[config.mk]
export PLATFORM = sky130hd
export DESIGN_NAME = poly_horner_mac_flat
export DESIGN_NICKNAME = d
export VERILOG_FILES = /design/src/rtl/poly_horner_mac_if.sv /design/src/rtl/poly_horner_mac.sv /design/src/flat_wrapper.sv
export SDC_FILE = /design/constraint.sdc
export NUM_CORES = 1
export LEC_CHECK = 0
export ABC_AREA = 1
export ABC_CLOCK_PERIOD_IN_PS = 11100
export CAP_MARGIN = 10
export CORE_MARGIN = 8
export CORE_UTILIZATION = 61
export CTS_CLUSTER_DIAMETER = 60
export CTS_CLUSTER_SIZE = 12
export DETAILED_ROUTE_END_ITERATION = 10
export PLACE_DENSITY = 0.9
export SYNTH_ARGS = -nofsm -noshare
export SYNTH_HDL_FRONTEND = slang
export SYNTH_SLANG_ARGS = --single-unit
[constraint.sdc]
create_clock -name clk_i -period 11.1 [get_ports clk_i]
set_input_delay 1.665 -clock clk_i [delete_from_list [all_inputs] [get_ports clk_i]]
set_output_delay 1.665 -clock clk_i [all_outputs]
set_load 0.03 [all_outputs]
[src/rtl/poly_horner_mac_if.sv]
// Handshake and status bundle of poly_horner_mac: sample stream in, coefficient
// load stream in, result stream out, plus FIFO/coefficient/overflow status.
interface poly_horner_mac_if #(
  parameter int DATA_WIDTH = 16
);
  logic [DATA_WIDTH-1:0] sample_i;
  logic                  sample_valid_i;
  logic                  sample_ready_o;
  logic [DATA_WIDTH-1:0] coeff_i;
  logic                  coeff_valid_i;
  logic                  coeff_ready_o;
  logic                  coeff_reload_i;
  logic [DATA_WIDTH-1:0] result_o;
  logic                  result_valid_o;
  logic                  result_ready_i;
  logic                  fifo_full_o;
  logic                  fifo_empty_o;
  logic                  coeff_loaded_o;
  logic                  overflow_o;

  modport slave (
    input  sample_i, sample_valid_i, coeff_i, coeff_valid_i, coeff_reload_i, result_ready_i,
    output sample_ready_o, coeff_ready_o, result_o, result_valid_o,
           fifo_full_o, fifo_empty_o, coeff_loaded_o, overflow_o
  );

  modport master (
    output sample_i, sample_valid_i, coeff_i, coeff_valid_i, coeff_reload_i, result_ready_i,
    input  sample_ready_o, coeff_ready_o, result_o, result_valid_o,
           fifo_full_o, fifo_empty_o, coeff_loaded_o, overflow_o
  );
endinterface

[src/rtl/poly_horner_mac.sv]
// Streaming Horner polynomial evaluator with sample FIFO and reloadable coefficient bank.
// Define POLY_ROUND_EN to round half up before the fixed-point shift (default: truncate).
module poly_horner_mac #(
  parameter int DATA_WIDTH = 16,
  parameter int FRAC_BITS  = 8,
  parameter int N_TERMS    = 3,
  parameter int ADDR_LINES = 4
) (
  input logic              clk_i,
  input logic              rstn_i,
  poly_horner_mac_if.slave bus
);
  localparam int DW    = DATA_WIDTH;
  localparam int PW    = 2 * DATA_WIDTH;
  localparam int KI    = $clog2(N_TERMS);
  localparam int KW    = KI + 1;
  localparam int DEPTH = 2 ** ADDR_LINES;

  localparam logic signed [DW-1:0] SAT_MAX = {1'b0, {(DW-1){1'b1}}};
  localparam logic signed [DW-1:0] SAT_MIN = {1'b1, {(DW-1){1'b0}}};
  localparam logic signed [PW-1:0] RND_ONE = {{(PW-1){1'b0}}, 1'b1};
  localparam logic signed [PW-1:0] RND     = RND_ONE <<< (FRAC_BITS - 1);
  localparam logic [ADDR_LINES:0]  PTR_ONE = {{ADDR_LINES{1'b0}}, 1'b1};
  localparam logic [KW-1:0]        K_ONE   = {{(KW-1){1'b0}}, 1'b1};
  localparam logic [KW-1:0]        K_ZERO  = {KW{1'b0}};
  localparam logic [KW-1:0]        K_LAST  = KW'(N_TERMS - 1);
  localparam logic [KW-1:0]        K_START = KW'(N_TERMS - 2);
  localparam logic [KI-1:0]        K_TOP   = KI'(N_TERMS - 1);

  typedef enum logic [1:0] {
    LOAD_COEF = 2'd0,
    IDLE      = 2'd1,
    COMPUTE   = 2'd2,
    OUTPUT    = 2'd3
  } state_t;

  state_t                 state_r, next_state_s;
  logic [ADDR_LINES:0]    wr_ptr_r, rd_ptr_r, wr_ptr_nx_s, rd_ptr_nx_s;
  logic [DW-1:0]          mem_r [DEPTH];
  logic [DW-1:0]          head_s;
  logic                   full_r, empty_r, full_nx_s, empty_nx_s, sample_ready_r;
  logic signed [DW-1:0]   coef_r [N_TERMS];
  logic signed [DW-1:0]   acc_r, x_r;
  logic [KW-1:0]          k_r;
  logic [KI-1:0]          kidx_s, widx_s;
  logic                   coeff_ready_r, coeff_loaded_r, result_valid_r, overflow_r, reload_pend_r;
  logic                   push_s, pop_s, coef_hs_s, res_hs_s, reload_s;
  logic signed [PW-1:0]   prod_s, shift_s, sum_s;
  logic [DW:0]            psat_s, ssat_s;

  // Clamp a double-width value into DW bits; MSB of the result flags saturation.
  function automatic logic [DW:0] sat_fn(input logic signed [PW-1:0] v);
    logic [DW:0] r;
    if (v > PW'(SAT_MAX)) begin
      r = {1'b1, SAT_MAX};
    end else if (v < PW'(SAT_MIN)) begin
      r = {1'b1, SAT_MIN};
    end else begin
      r = {1'b0, v[DW-1:0]};
    end
    return r;
  endfunction

  assign push_s    = bus.sample_valid_i && sample_ready_r && !full_r;
  assign coef_hs_s = bus.coeff_valid_i && coeff_ready_r;
  assign res_hs_s  = result_valid_r && bus.result_ready_i;
  assign reload_s  = bus.coeff_reload_i || reload_pend_r;
  assign head_s    = mem_r[rd_ptr_r[ADDR_LINES-1:0]];
  assign kidx_s    = k_r[KI-1:0];
  assign widx_s    = K_TOP - k_r[KI-1:0];

  // Next FIFO pointers and flags; flags are registered from these.
  always_comb begin
    wr_ptr_nx_s = wr_ptr_r;
    rd_ptr_nx_s = rd_ptr_r;
    if (push_s) wr_ptr_nx_s = wr_ptr_r + PTR_ONE;
    else        wr_ptr_nx_s = wr_ptr_r;
    if (pop_s)  rd_ptr_nx_s = rd_ptr_r + PTR_ONE;
    else        rd_ptr_nx_s = rd_ptr_r;
    empty_nx_s = (wr_ptr_nx_s == rd_ptr_nx_s);
    full_nx_s  = (wr_ptr_nx_s[ADDR_LINES] != rd_ptr_nx_s[ADDR_LINES]) &&
                 (wr_ptr_nx_s[ADDR_LINES-1:0] == rd_ptr_nx_s[ADDR_LINES-1:0]);
  end

  // One Horner step: saturated (acc*x >> FRAC_BITS) + c[k], saturated again.
  always_comb begin
    prod_s = PW'(acc_r) * PW'(x_r);
`ifdef POLY_ROUND_EN
    shift_s = (prod_s + RND) >>> FRAC_BITS;
`else
    shift_s = prod_s >>> FRAC_BITS;
`endif
    psat_s = sat_fn(shift_s);
    sum_s  = PW'($signed(psat_s[DW-1:0])) + PW'(coef_r[kidx_s]);
    ssat_s = sat_fn(sum_s);
  end

  // Next-state decode; a pending reload in IDLE wins over a pop.
  always_comb begin
    next_state_s = state_r;
    pop_s        = 1'b0;
    case (state_r)
      LOAD_COEF: begin
        if (coef_hs_s && (k_r == K_LAST)) next_state_s = IDLE;
        else                              next_state_s = LOAD_COEF;
      end
      IDLE: begin
        if (reload_s) begin
          next_state_s = LOAD_COEF;
        end else if (!empty_r) begin
          pop_s        = 1'b1;
          next_state_s = COMPUTE;
        end else begin
          next_state_s = IDLE;
        end
      end
      COMPUTE: begin
        if (k_r == K_ZERO) next_state_s = OUTPUT;
        else               next_state_s = COMPUTE;
      end
      OUTPUT: begin
        if (res_hs_s) next_state_s = IDLE;
        else          next_state_s = OUTPUT;
      end
      default: next_state_s = LOAD_COEF;
    endcase
  end

  // FSM state register.
  always_ff @(posedge clk_i or negedge rstn_i) begin
    if (!rstn_i) state_r <= LOAD_COEF;
    else         state_r <= next_state_s;
  end

  // FIFO pointers, flags and registered ready.
  always_ff @(posedge clk_i or negedge rstn_i) begin
    if (!rstn_i) begin
      wr_ptr_r       <= {(ADDR_LINES+1){1'b0}};
      rd_ptr_r       <= {(ADDR_LINES+1){1'b0}};
      full_r         <= 1'b0;
      empty_r        <= 1'b1;
      sample_ready_r <= 1'b0;
    end else begin
      wr_ptr_r       <= wr_ptr_nx_s;
      rd_ptr_r       <= rd_ptr_nx_s;
      full_r         <= full_nx_s;
      empty_r        <= empty_nx_s;
      sample_ready_r <= !full_nx_s;
    end
  end

  // FIFO storage write port.
  always_ff @(posedge clk_i) begin
    if (push_s) mem_r[wr_ptr_r[ADDR_LINES-1:0]] <= bus.sample_i;
  end

  // Coefficient bank, Horner accumulator, counter and status flags.
  always_ff @(posedge clk_i or negedge rstn_i) begin
    if (!rstn_i) begin
      for (int i = 0; i < N_TERMS; i++) coef_r[i] <= {DW{1'b0}};
      acc_r          <= {DW{1'b0}};
      x_r            <= {DW{1'b0}};
      k_r            <= K_ZERO;
      coeff_ready_r  <= 1'b0;
      coeff_loaded_r <= 1'b0;
      result_valid_r <= 1'b0;
      overflow_r     <= 1'b0;
      reload_pend_r  <= 1'b0;
    end else begin
      coeff_ready_r  <= (next_state_s == LOAD_COEF);
      result_valid_r <= (next_state_s == OUTPUT);
      case (state_r)
        LOAD_COEF: begin
          reload_pend_r <= 1'b0;
          if (coef_hs_s) begin
            coef_r[widx_s] <= bus.coeff_i;
            k_r            <= k_r + K_ONE;
            if (k_r == K_LAST) coeff_loaded_r <= 1'b1;
          end
        end
        IDLE: begin
          if (reload_s) begin
            coeff_loaded_r <= 1'b0;
            k_r            <= K_ZERO;
            reload_pend_r  <= 1'b0;
          end else if (pop_s) begin
            x_r   <= head_s;
            acc_r <= coef_r[N_TERMS-1];
            k_r   <= K_START;
          end
        end
        COMPUTE: begin
          acc_r <= ssat_s[DW-1:0];
          if (psat_s[DW] || ssat_s[DW]) overflow_r <= 1'b1;
          if (k_r != K_ZERO) k_r <= k_r - K_ONE;
          if (bus.coeff_reload_i) reload_pend_r <= 1'b1;
        end
        OUTPUT: begin
          if (bus.coeff_reload_i) reload_pend_r <= 1'b1;
        end
        default: reload_pend_r <= 1'b0;
      endcase
    end
  end

  assign bus.sample_ready_o = sample_ready_r;
  assign bus.coeff_ready_o  = coeff_ready_r;
  assign bus.result_o       = acc_r;
  assign bus.result_valid_o = result_valid_r;
  assign bus.fifo_full_o    = full_r;
  assign bus.fifo_empty_o   = empty_r;
  assign bus.coeff_loaded_o = coeff_loaded_r;
  assign bus.overflow_o     = overflow_r;
endmodule

[src/flat_wrapper.sv]
// flat-port wrapper written by rule: the top's interface ports become plain ports
module poly_horner_mac_flat 
#(
  parameter int DATA_WIDTH = 16,
  parameter int FRAC_BITS  = 8,
  parameter int N_TERMS    = 3,
  parameter int ADDR_LINES = 4
)
  (clk_i, rstn_i, bus_sample_i, bus_sample_valid_i, bus_coeff_i, bus_coeff_valid_i, bus_coeff_reload_i, bus_result_ready_i, bus_sample_ready_o, bus_coeff_ready_o, bus_result_o, bus_result_valid_o, bus_fifo_full_o, bus_fifo_empty_o, bus_coeff_loaded_o, bus_overflow_o);
  poly_horner_mac_if #(.DATA_WIDTH(DATA_WIDTH)) bus_i ();
  input logic clk_i;
  input logic rstn_i;
  input wire logic [$bits(bus_i.sample_i)-1:0] bus_sample_i;
  input wire logic [$bits(bus_i.sample_valid_i)-1:0] bus_sample_valid_i;
  input wire logic [$bits(bus_i.coeff_i)-1:0] bus_coeff_i;
  input wire logic [$bits(bus_i.coeff_valid_i)-1:0] bus_coeff_valid_i;
  input wire logic [$bits(bus_i.coeff_reload_i)-1:0] bus_coeff_reload_i;
  input wire logic [$bits(bus_i.result_ready_i)-1:0] bus_result_ready_i;
  output wire logic [$bits(bus_i.sample_ready_o)-1:0] bus_sample_ready_o;
  output wire logic [$bits(bus_i.coeff_ready_o)-1:0] bus_coeff_ready_o;
  output wire logic [$bits(bus_i.result_o)-1:0] bus_result_o;
  output wire logic [$bits(bus_i.result_valid_o)-1:0] bus_result_valid_o;
  output wire logic [$bits(bus_i.fifo_full_o)-1:0] bus_fifo_full_o;
  output wire logic [$bits(bus_i.fifo_empty_o)-1:0] bus_fifo_empty_o;
  output wire logic [$bits(bus_i.coeff_loaded_o)-1:0] bus_coeff_loaded_o;
  output wire logic [$bits(bus_i.overflow_o)-1:0] bus_overflow_o;
  assign bus_i.sample_i = bus_sample_i;
  assign bus_i.sample_valid_i = bus_sample_valid_i;
  assign bus_i.coeff_i = bus_coeff_i;
  assign bus_i.coeff_valid_i = bus_coeff_valid_i;
  assign bus_i.coeff_reload_i = bus_coeff_reload_i;
  assign bus_i.result_ready_i = bus_result_ready_i;
  assign bus_sample_ready_o = bus_i.sample_ready_o;
  assign bus_coeff_ready_o = bus_i.coeff_ready_o;
  assign bus_result_o = bus_i.result_o;
  assign bus_result_valid_o = bus_i.result_valid_o;
  assign bus_fifo_full_o = bus_i.fifo_full_o;
  assign bus_fifo_empty_o = bus_i.fifo_empty_o;
  assign bus_coeff_loaded_o = bus_i.coeff_loaded_o;
  assign bus_overflow_o = bus_i.overflow_o;
  poly_horner_mac #(.DATA_WIDTH(DATA_WIDTH), .FRAC_BITS(FRAC_BITS), .N_TERMS(N_TERMS), .ADDR_LINES(ADDR_LINES)) u_core (.clk_i(clk_i), .rstn_i(rstn_i), .bus(bus_i));
endmodule
==> flow_metrics.tcl <==
set metrics [dict create \
    status "completed" \
    end_kind "register" \
    worst_path_largest_cell_delay_ns 0.87 \
    worstMarginPinSlew_ns 1.317 \
    netlist_instances 2790 \
    grt_overflow 0 \
    die_y_um 222.2 \
    rsz0062_at_grt "no" \
    h-tree-depth 2 \
    cts_made_buffers 35 \
    drt_iter0_markers 2439 \
    avgSynthCellArea_um2 9.294 \
    clock_latency_ns 0.55 \
    grt_pass1_wl_um 114400 \
    clk_pin_slew_ns 0.06 \
    dr.pass1.iters 6 \
    yosys-top-cells-area "edfxtp_1 (30%), fa_1 (20%), dfrtp_1 (9.8%)" \
    cts_root_buf "clkbuf_16" \
    synth-main-ff-cell "edfxtp_1" \
    min_path_type "register to register" \
    grt_pass1_vias 21447 \
    areaGrowthSynthToFinish_pct 7.643 \
    portBuffers 60 \
    critPathRequiredTime_ns 11.48 \
    n_antenna_cell 0 \
    remaining_drc_errors 0 \
    utilization_pct 66.54 \
    drv_cap 0 \
    cp_slowest_cell "fa_1" \
    mostFrequentLayoutCells "inv_1 (545), nand2_1 (535), fa_1 (263)" \
    max_clock_freq_mhz 107.0 \
    wl_per_cell_um 21.41 \
    cp_max_fo 17 \
    crit_type "register to register" \
    num_rows 75 \
    synth_cell_types 50 \
    postSynthNetCount 3195 \
    ant_nets 0 \
    core_mm2 0.04195 \
    finalCritPeriodShare_pct 84.20 \
    finalCriticalPeriod_ns 9.346 \
    vias_per_cell 6.032 \
    critical_path_arrival_ns 9.72 \
    slew_viol_final 0 \
    grt_max_degree 76 \
    cts.sinks 359 \
    final_hold_viol_count 0 \
    final_common_cell "inv_1" \
    die_area_mm2 0.04936 \
    yosysTopAreaCellShare_pct 29.65 \
    layout.cells.non_filler 3344 \
    cts-resized-gates 0 \
    syn_area_mm2 0.02593 \
    antenna_found_initial 0 \
    grt_use_total_pct 29.17 \
    reg2reg_depth 38 \
    layout-drive-gt1-share_pct 4.100 \
    start_kind "register" \
    synth-seq-cells 359 \
    clockBufferDepth 3 \
    die_w_um 222.2 \
    vias 20172 \
    synth_top_area_cell "edfxtp_1" \
    ys_warn_count 0 \
    skew_ns 0.01987 \
    layout.nets 3188 \
    post_cts_buffers 0 \
    ys_async_sr_fraction_pct 28.69 \
    crit_top_cell "fa_1" \
    cts_tree "yes" \
    yosysSeqAreaShare_pct 39.59 \
    place.gp.congestion 0.9632 \
    place_area_mm2 0.02690 \
    postRouteWirelength_um 71610 \
    fin_tns_setup_ns 0 \
    cts-hold-fix-buffers 0 \
    relSlewSlack_pct 11.85 \
    stdcell_area_mm2 0.02791 \
    dp_cells 3285 \
    synth-edff-count 256 \
    pin_count 61 \
    min_delay_path_depth 2 \
    setup_viol 0 \
    start_util_pct 61.82 \
    dp_hpwl_um 50230 \
]
==> worst max-delay path, delay by kind of cell, from the launching register on <==
| kind | cells | cell delay [ns] |
|---|---|---|
| and+or+nand+nor | 15 | 1.99 |
| adders and majority gates | 9 | 4.71 |
| DFF | 1 | 0.72 |
| buffers and inverters | 6 | 0.41 |
| xor gates and xnor gates | 1 | 0.10 |
| AOI/OAI and AO/OA | 7 | 1.24 |
==> synthesized netlist by cell type (3+ instances only) <==
| cell | number |
|---|---|
| a21o_1 | 9 |
| a21oi_1 | 61 |
| a22oi_1 | 20 |
| a31oi_1 | 19 |
| and3_1 | 3 |
| buf_1 | 5 |
| buf_2 | 3 |
| clkbuf_1 | 121 |
| dfrtp_1 | 102 |
| edfxtp_1 | 256 |
| fa_1 | 263 |
| ha_1 | 104 |
| inv_1 | 546 |
| nand2_1 | 535 |
| nand2_2 | 23 |
| nand3_1 | 40 |
| nand3b_1 | 3 |
| nand4_1 | 6 |
| nor2_1 | 256 |
| nor2_2 | 4 |
| nor3_1 | 11 |
| o211ai_1 | 5 |
| o21ai_0 | 241 |
| o21ai_1 | 6 |
| o21bai_1 | 3 |
| o22a_1 | 15 |
| o22ai_1 | 48 |
| o31ai_1 | 4 |
| xnor2_1 | 19 |
| xor2_1 | 30 |
==> state kept, by name (all words and copies together), names as in the netlist <==
name,flops
u_core.rd_ptr_r,5
u_core.bus.sample_ready_o,1
u_core.x_r,16
u_core.bus.fifo_full_o,1
u_core.bus.coeff_loaded_o,1
u_core.k_r,3
u_core.bus.result_o,16
u_core.mem_r,256
u_core.coef_r,48
u_core.bus.coeff_ready_o,1
u_core.reload_pend_r,1
u_core.state_r,2
u_core.wr_ptr_r,5
u_core.bus.overflow_o,1
u_core.bus.fifo_empty_o,1
u_core.bus.result_valid_o,1
==> metal layers <==
| metal | vias up | track usage (%) | part of all wire, % |
|---|---|---|---|
| met4 | 0 | 15.31 | 5.1 |
| met2 | 1364 | 48.78 | 49 |
| met1 | 9777 | 35.65 | 35 |
| li1 | 8730 | - | - |
| met3 | 301 | 5.848 | 11 |
| met5 | - | 0 | 0 |
==> through the flow <==
| step | hold slack [ns] | worst slack, ns |
|---|---|---|
| CTS | 0.4882 | 1.805 |
| detailed placement | 0.4743 | 1.819 |
| floorplan | 0.4478 | 2.739 |
| finish | 0.4885 | 1.754 |
| global route | 0.5109 | 1.026 |
| global placement | 0.4663 | 2.044 |
==> cells by family after synthesis <==
kind of cell | after synthesis | synth area share, %
XOR/XNOR | 51 | 1.781
adder cells (fa/ha/maj) | 367 | 25.32
flip-flops | 359 | 39.59
AO/OA/AOI/OAI | 442 | 9.617
buffers and inverters | 680 | 9.964
AND/OR/NAND/NOR | 891 | 13.72
==> worst paths after layout <==
check	from	endpoint	slack (ns)
worst max-delay path	u_core.x_r[2]$_DFFE_PN0P_	u_core.bus.result_o[5]$_DFFE_PN0P_	1.75
worst min-delay path	u_core.coef_r[29]$_DFFE_PN0P_	u_core.coef_r[29]$_DFFE_PN0P_	0.49
worst max register to register	u_core.x_r[2]$_DFFE_PN0P_	u_core.bus.result_o[5]$_DFFE_PN0P_	1.75
worst min register to register	u_core.coef_r[29]$_DFFE_PN0P_	u_core.coef_r[29]$_DFFE_PN0P_	0.49
max in group asynchronous	rstn_i	u_core.rd_ptr_r[0]$_DFF_PN0_	8.63
min in group asynchronous	rstn_i	u_core.bus.overflow_o$_DFFE_PN0P_	1.13
==> final cells by class <==
class / instances / area [um^2]
well taps: 539 / 674.4
clock inverters: 3 / 55.05
repair buffers: 88 / 808.3
fillers: 2920 / 14030
multi-input cells: 1751 / 13090
inverters: 548 / 2058
clock buffers: 56 / 954.7
flip-flops and latches: 359 / 10270
Power is left out: the tool's default activity adds up to more than one toggle a clock period on the data nets, which glitch-free logic cannot reach.
